`config.mk`:
```
export PLATFORM = sky130hd
export DESIGN_NAME = apb_slave_mem
export DESIGN_NICKNAME = d
export VERILOG_FILES = /design/src/rtl/apb_slave_mem.sv
export SDC_FILE = /design/constraint.sdc
export NUM_CORES = 1
export LEC_CHECK = 0
export ABC_AREA = 0
export BUFFER_PORTS_ARGS = -buffer_cell sky130_fd_sc_hd__buf_4
export CORE_UTILIZATION = 25
export DETAILED_ROUTE_END_ITERATION = 8
export PLACE_DENSITY = 0.44
export SKIP_CTS_REPAIR_TIMING = 1
export SYNTH_ARGS = -nofsm -noshare
export SYNTH_HDL_FRONTEND = slang
export SYNTH_SLANG_ARGS = --single-unit
```
`constraint.sdc`:
```
create_clock -name PCLK -period 5.9 [get_ports PCLK]
set_clock_uncertainty 0.2 [all_clocks]
set_input_delay 1.18 -clock PCLK [delete_from_list [all_inputs] [get_ports PCLK]]
set_output_delay 1.18 -clock PCLK [all_outputs]
set_load 0.02 [all_outputs]
```
`src/rtl/apb_slave_mem.sv`:
```
// -----------------------------------------------------------------------------
// apb_slave_mem
//
// APB completer in front of a LOCATION-deep, DATA-wide register file.
// Every transfer can be stretched by a fixed number of wait states, and an
// address at or above LOCATION gets an error response without touching
// storage.
//
// Ports:
//   PCLK       in   1        bus clock, all state changes on its rising edge
//   PRESETn    in   1        asynchronous active-low reset
//   PSEL       in   1        completer select
//   PENABLE    in   1        access-phase strobe
//   PWRITE     in   1        1 = write, 0 = read
//   PADDR      in   ADDRESS  transfer address
//   PWDATA     in   DATA     write data
//   PRDATA     out  DATA     read data, meaningful while PREADY=1 on a read
//   PREADY     out  1        transfer completes in the cycle this is high
//   PSLVERR    out  1        error response, meaningful while PREADY=1
//   state_dbg  out  2        current FSM state (0 idle, 1 wait, 2 ready)
//
// Handshake: a transfer opens with a setup cycle (PSEL=1, PENABLE=0), after
// which the requester holds PSEL=1, PENABLE=1 through the access phase. The
// transfer completes on the rising edge where PSEL, PENABLE and PREADY are
// all high. Dropping PSEL before that edge abandons the transfer.
// -----------------------------------------------------------------------------
module apb_slave_mem #(
    parameter int ADDRESS     = 8,
    parameter int DATA        = 8,
    parameter int LOCATION    = 64,
    parameter int WAIT_STATES = 0
) (
    input  logic               PCLK,
    input  logic               PRESETn,
    input  logic               PSEL,
    input  logic               PENABLE,
    input  logic               PWRITE,
    input  logic [ADDRESS-1:0] PADDR,
    input  logic [DATA-1:0]    PWDATA,
    output logic [DATA-1:0]    PRDATA,
    output logic               PREADY,
    output logic               PSLVERR,
    output logic [1:0]         state_dbg
);

    localparam int IDX_W = (LOCATION > 1) ? $clog2(LOCATION) : 1;

    // One extra bit so the range compare never truncates LOCATION.
    localparam logic [ADDRESS:0] LOC_LIM = LOCATION[ADDRESS:0];
    localparam logic [3:0]       WS_CNT  = WAIT_STATES[3:0];

    typedef enum logic [1:0] {
        S_IDLE  = 2'd0,
        S_WAIT  = 2'd1,
        S_READY = 2'd2
    } state_t;

    state_t state;
    state_t state_nxt;

    logic [DATA-1:0]  mem [LOCATION];

    // Transfer context captured in the setup cycle
    logic [IDX_W-1:0] idx_q;
    logic [DATA-1:0]  wdata_q;
    logic             write_q;
    logic             err_q;
    logic [3:0]       cnt;

    logic             setup;
    logic             access;
    logic             addr_err;
    logic             err_cur;
    logic             wr_cur;
    logic [IDX_W-1:0] idx_cur;
    logic [DATA-1:0]  rd_word;
    logic             mem_we;

    logic [DATA-1:0]  prdata_d;
    logic             pready_d;
    logic             pslverr_d;

    assign setup    = PSEL && !PENABLE;
    assign access   = PSEL && PENABLE;
    assign addr_err = ({1'b0, PADDR} >= LOC_LIM);

    // With zero wait states READY is entered straight from the setup edge,
    // so the response must be built from the live bus rather than the
    // context registers, which are only loaded on that same edge.
    assign err_cur  = (state == S_IDLE) ? addr_err : err_q;
    assign wr_cur   = (state == S_IDLE) ? PWRITE : write_q;
    assign idx_cur  = (state == S_IDLE) ? PADDR[IDX_W-1:0] : idx_q;
    assign rd_word  = mem[idx_cur];

    assign mem_we    = (state == S_READY) && access && write_q && !err_q;
    assign state_dbg = state;

    // -------------------------------------------------------------------------
    // State register
    // -------------------------------------------------------------------------
    always_ff @(posedge PCLK or negedge PRESETn) begin
        if (!PRESETn) begin
            state <= S_IDLE;
        end else begin
            state <= state_nxt;
        end
    end

    // -------------------------------------------------------------------------
    // Next-state logic
    // -------------------------------------------------------------------------
    always_comb begin
        state_nxt = state;
        case (state)
            S_IDLE: begin
                // PENABLE without a prior setup cycle is simply ignored here.
                if (setup) begin
                    state_nxt = (WAIT_STATES == 0) ? S_READY : S_WAIT;
                end
            end
            S_WAIT: begin
                if (!PSEL) begin
                    state_nxt = S_IDLE;
                end else if (PENABLE && (cnt == 4'd1)) begin
                    // The edge that sees cnt==1 closes the last wait cycle.
                    state_nxt = S_READY;
                end
            end
            S_READY: begin
                // Either completion (PENABLE) or abort (PSEL dropped).
                if (!PSEL || PENABLE) begin
                    state_nxt = S_IDLE;
                end
            end
            default: state_nxt = S_IDLE;
        endcase
    end

    // -------------------------------------------------------------------------
    // Output logic: next values of the registered response signals
    // -------------------------------------------------------------------------
    always_comb begin
        prdata_d  = '0;
        pready_d  = 1'b0;
        pslverr_d = 1'b0;
        if (state_nxt == S_READY) begin
            if (state == S_READY) begin
                prdata_d  = PRDATA;
                pready_d  = PREADY;
                pslverr_d = PSLVERR;
            end else begin
                pready_d  = 1'b1;
                pslverr_d = err_cur;
                if (!wr_cur && !err_cur) begin
                    prdata_d = rd_word;
                end
            end
        end
    end

    // -------------------------------------------------------------------------
    // Registered outputs, transfer context, wait counter and storage
    // -------------------------------------------------------------------------
    always_ff @(posedge PCLK or negedge PRESETn) begin
        if (!PRESETn) begin
            PRDATA  <= '0;
            PREADY  <= 1'b0;
            PSLVERR <= 1'b0;
            idx_q   <= '0;
            wdata_q <= '0;
            write_q <= 1'b0;
            err_q   <= 1'b0;
            cnt     <= 4'd0;
            for (int i = 0; i < LOCATION; i++) begin
                mem[i] <= '0;
            end
        end else begin
            PRDATA  <= prdata_d;
            PREADY  <= pready_d;
            PSLVERR <= pslverr_d;

            if ((state == S_IDLE) && setup) begin
                idx_q   <= PADDR[IDX_W-1:0];
                wdata_q <= PWDATA;
                write_q <= PWRITE;
                err_q   <= addr_err;
                cnt     <= WS_CNT;
            end else if ((state == S_WAIT) && access) begin
                cnt <= cnt - 4'd1;
            end

            if (mem_we) begin
                mem[idx_q] <= wdata_q;
            end
        end
    end

endmodule

```
# Word-level counts from Yosys, hierarchy flattened
# Cells that the tools add are included.
# op_classes
n_addsub	1
magnitude_cmp	4
n_eq_ne	5
mux	23
n_bitwise	2
n_reduce_logical	18
# ops
op	n
512-bit bitwise mux	1
8-bit binary-select mux with 6-bit select	1
8-bit demux with 6-bit select	1
8-bit two-way mux	6
7-bit greater-or-equal comparator, second input constant	2
6-bit NOT with 7-bit output	2
1-bit logical AND	10
8-bit by 7-bit greater-or-equal comparator with 1-bit output, second input constant	1
2-bit two-way mux	4
4-bit two-way mux	2
7-bit by 1-bit < comparator with 1-bit output, second input constant	1
1-bit two-way mux	6
6-bit two-way mux	1
2-bit one-hot mux with 3 select lines	1
1-bit zero test	5
2-bit equality test, second input constant	2
4-bit by 1-bit equality test with 1-bit output, second input constant	1
4-bit by 1-bit subtractor with 4-bit output, second input constant	1
2-bit by 1-bit equality test with 1-bit output, second input constant	1
2-bit zero test	1
2-bit inequality test, second input constant	1
2-bit nonzero test	1
1-bit logical OR	1
# word_totals
reg_bits	544
input_bits	21
word_cells	126

# Logic depth before layout (Yosys ltp)
# depth
ltp_word	9
mapped_depth	11

# Worst setup path before layout
# Ideal clock, no wire load.
# synth_path
path_type	input -> register
from	input port PADDR[0]
to	register PRDATA[5]
setup_time_ns	0.138
arrival_ns	2.966
slack_ns	2.596
path_stages	8
n_path_buf	1
cell_sequence	or3b_1 > nand2_2 > buf_2 > mux2_2 > o21ai_0 > a21oi_1 > o41ai_1 > nand4_1
# synth_between
elab_chain_cells	8
# synth_rtl
element	line	text
start, declared	38	input logic [ADDRESS-1:0] PADDR,
6-bit two-way mux	92	assign idx_cur = (state == S_IDLE) ? PADDR[IDX_W-1:0] : idx_q;
6-bit NOT with 7-bit output (implied by the code)	93	assign rd_word = mem[idx_cur];
8-bit binary-select mux with 6-bit select	93	
8-bit two-way mux (implied by the code) (2 in a row)	93	
8-bit two-way mux (*)	154	if (!wr_cur && !err_cur) begin
8-bit two-way mux (*)	147	if (state == S_READY) begin
8-bit two-way mux (*)	146	if (state_nxt == S_READY) begin
end signal, assigned	178	PRDATA <= prdata_d;
end, declared	40	output logic [DATA-1:0] PRDATA,
# Every way passes the cells marked *; elsewhere a longest branch is shown, timed or not. The select of a mux whose other input is x is not followed.
# A chain may end at the register's enable or synchronous reset.

# Worst setup path after layout
# layout_path
from	register state[0], in the netlist state_dbg[0]
to	register PRDATA[1]
# layout_between
elab_chain_cells	9
# layout_rtl
element	line	text
start, declared	58	state_t state;
start signal, assigned	105	state <= state_nxt;
2-bit zero test	n/a	
6-bit two-way mux	92	
6-bit NOT with 7-bit output (implied by the code)	93	
8-bit binary-select mux with 6-bit select	93	
8-bit two-way mux (implied by the code) (2 in a row)	93	
8-bit two-way mux	154	
8-bit two-way mux	147	
8-bit two-way mux	146	
# Parallel ways exist; a longest one is shown, timed or not. The select of a mux whose other input is x is not followed.

==> results.json <==
{
  "drt_wl_total_um": 81200,
  "die_w_um": 326,
  "row_count": 118,
  "grt_util_met3_pct": 3.11,
  "crit_chain": "nor2_4 -> mux2_4 -> buf_4 -> mux2i_1 -> mux2i_1 -> o2111a_1 -> o31ai_1 -> nand4_1",
  "io_buffers": 32,
  "drc": 0,
  "ant_nets": 0,
  "min_period_over_period_pct": 72.7,
  "clk_latency_ns": 0.65,
  "hp-class": "register to register",
  "cts_max_path_buffers": 3,
  "core_area_um2": 104000,
  "reg2reg_depth": 8,
  "setup.worst_path.end": "PRDATA[1]$_DFFE_PN0P_",
  "fin_hold_ws_ns": 0.285,
  "ys_ff_latch": 544,
  "timing.rr.end": "PRDATA[1]$_DFFE_PN0P_",
  "start_util_pct": 25.3,
  "crit_type": "register to register",
  "final_nets": 2048,
  "fin_crit_ns": 4.29,
  "tns_ns": 0,
  "cts-htree-levels": 2,
  "dpl.cell_count": 3342,
  "syn_inst": 2037,
  "maxSlewHeadroom_pct": 24.7,
  "reg2reg_setup_slack_ns": 1.61,
  "post-dp-hpwl_um": 52100,
  "cpPeakStageDelay_ns": 0.87,
  "synthArstFlopShare_pct": 100,
  "syn2layout_area_growth_pct": 14.3,
  "holdPathStages": 2,
  "cts_tree": "built",
  "cap_violations": 0,
  "fp.dieH_um": 326,
  "top_usage_layer": "met2",
  "vdd_drop_max_mv": 0.206,
  "dr.pass1.iters": 5,
  "grt_pass1_wl_um": 122000,
  "ioPinCount": 33,
  "seq_area_frac_synth_pct": 51.9,
  "timing.fmax_ghz": 0.233,
  "timing.rr.start": "state_dbg[0]$_DFF_PN0_",
  "met2_usage_pct": 23.0,
  "drive_above_1_share_pct": 41.2,
  "status": "finished, final reports clean",
  "grtUsageMet1_pct": 21.7,
  "cpMaxStageDelayCell": "nor2_4",
  "syn-num-nets": 2060,
  "synthFlopType": "dfrtp_1",
  "power_density_nw_per_um2": 291,
  "synth_edf_count": 0,
  "finalPower_mw": 8.74,
  "worstMarginPinSlew_ns": 1.13,
  "grt_remaining_overflow": 0,
  "clockRootBuffer": "clkbuf_16",
  "cts_made_buffers": 61,
  "critPathMaxFanout": 39,
  "clk_pin_slew_ns": 0.06,
  "setup_viol": 0,
  "ys_warn_count": 0,
  "cp.arrival_ns": 4.59,
  "crit_required_ns": 6.19,
  "num_vias": 17100,
  "post_drt_wl_per_cell_um": 23.5,
  "final_area_um2": 30000,
  "cts_sinks": 544,
  "syn_area_um2": 26200,
  "maxSlewViolCount": 0,
  "rsz0062_at_grt": "no",
  "post_dp_cell_area_um2": 27900,
  "cp-end-kind": "register",
  "drt_iter0_drc": 1293,
  "globalplace.congestion": 0.809,
  "antenna_found_initial": 1,
  "worstSetupStartpoint": "state_dbg[0]$_DFF_PN0_",
  "fillers": 10500,
  "first_global_vias": 17600,
  "synthDistinctLibCells": 71,
  "instances_no_fill": 3457,
  "track_usage_pct": 15.3,
  "syn_area_per_cell_um2": 12.9,
  "via_per_inst": 4.94,
  "grt_max_degree": 118,
  "n_antenna_cell": 0,
  "crit_top_cell": "mux2i_1",
  "hold_violations": 0,
  "die_area_um2": 106000,
  "critPathLaunchType": "register",
  "p_leak_nw": 13.9
}
## critical path: cells and delay by family (launching register included)
kind / cells / cell delay, ns
and+or+nand+nor: 2 / 1.02
DFF: 1 / 0.40
AOI/OAI and AO/OA: 2 / 0.84
buffers and inverters: 1 / 0.59
muxes: 3 / 0.99
## cells in the mapped netlist, types with 5 or more instances
cell       instances  area, um^2
nand2_1          206         773
nor3_1             5        25.0
o21ai_0           34         170
buf_6              8        90.1
nand2b_1          31         194
clkbuf_1          94         353
a32oi_1           17         149
mux2_2           580        6530
nand3_1           17        85.1
a2111oi_0          6        52.6
and3_1            23         144
mux4_2            40         901
nand4_1           13        81.3
o211ai_1          55         413
o31ai_1           14         105
a31oi_1           31         194
a221oi_1          17         149
mux2i_1           63         631
dfrtp_1          544       13600
buf_2             36         180
nor2_2            34         213
a21oi_1           39         195
a211oi_1           7        52.6
nor2b_1            9        56.3
buf_4              9        67.6
a311o_1            7        70.1
nor2_1            21        78.8
## layout by cell type, fill, tap and decap left out, drive strengths merged, types with 18 or more instances in the layout
cell type	n
mux2	584
dfrtp	544
nand2	208
clkbuf	88
buf	75
mux2i	64
nor2	56
o211ai	55
a21oi	41
mux4	40
o21ai	38
nand2b	31
a31oi	31
and3	23
nand3	18
## flip-flops by register name, indices dropped and copies added (netlist names)
register and count:
cnt 4, wdata_q 8, idx_q 6, err_q 1, PREADY 1, state_dbg 2, mem 512, PRDATA 8
PSLVERR 1, write_q 1
## cell type report
type | count | area [um^2] | area share [%]
flip-flops and latches | 544 | 13600 | 45.5
multi-input cells | 1339 | 11900 | 39.8
clock buffers | 88 | 1760 | 5.87
well taps | 1380 | 1730 | 5.76
repair buffers | 75 | 608 | 2.03
clock inverters | 27 | 322 | 1.07
inverters | 4 | 15.0 | 0.0501
## worst min path at each step
stage,end,startpoint,slack (ns)
floorplan,mem[450]$_DFFE_PN0P_,mem[450]$_DFFE_PN0P_,0.26
global placement,PSLVERR$_DFFE_PN0P_,PSLVERR$_DFFE_PN0P_,0.27
detailed placement,mem[450]$_DFFE_PN0P_,mem[450]$_DFFE_PN0P_,0.28
CTS,mem[450]$_DFFE_PN0P_,mem[450]$_DFFE_PN0P_,0.29
global route,mem[473]$_DFFE_PN0P_,mem[473]$_DFFE_PN0P_,0.31
finish,PSLVERR$_DFFE_PN0P_,PSLVERR$_DFFE_PN0P_,0.29
## power by group
group | switching, mW | internal (mW) | total, mW
Clock | 1.62 | 2.33 | 3.95
Combinational | 0.695 | 0.238 | 0.933
Sequential | 0.0641 | 3.79 | 3.85
Total | 2.38 | 6.36 | 8.74
## logic make-up (layout without fill, tap and decap cells)
group           Yosys count  in the layout  share of synthesized area [%]
mux                     688            688                           31.0
flops                   544            544                           51.9
simple gates            388            388                           7.17
compound gates          261            261                           7.12
buf+inv                 154            194                           2.74
fa+ha+maj                 2              2                         0.0954
## stage by stage
stage / setup WS, ns / utilization, %
4_1_cts: 1.61 / 28.9
3_3_place_gp: 1.55 / 26.9
6_report: 1.61 / 28.9
3_5_place_dp: 1.57 / 26.9
5_1_grt: 1.47 / 28.9
2_1_floorplan: 2.60 / -
## routing by layer
metal / vias to the layer above / wire (um)
li1: 7478 / -
met1: 9040 / 38500
met2: 446 / 35800
met3: 119 / 4440
met4: 2 / 2450
met5: - / 13
Note: power is estimated with default switching activity, not from simulation.
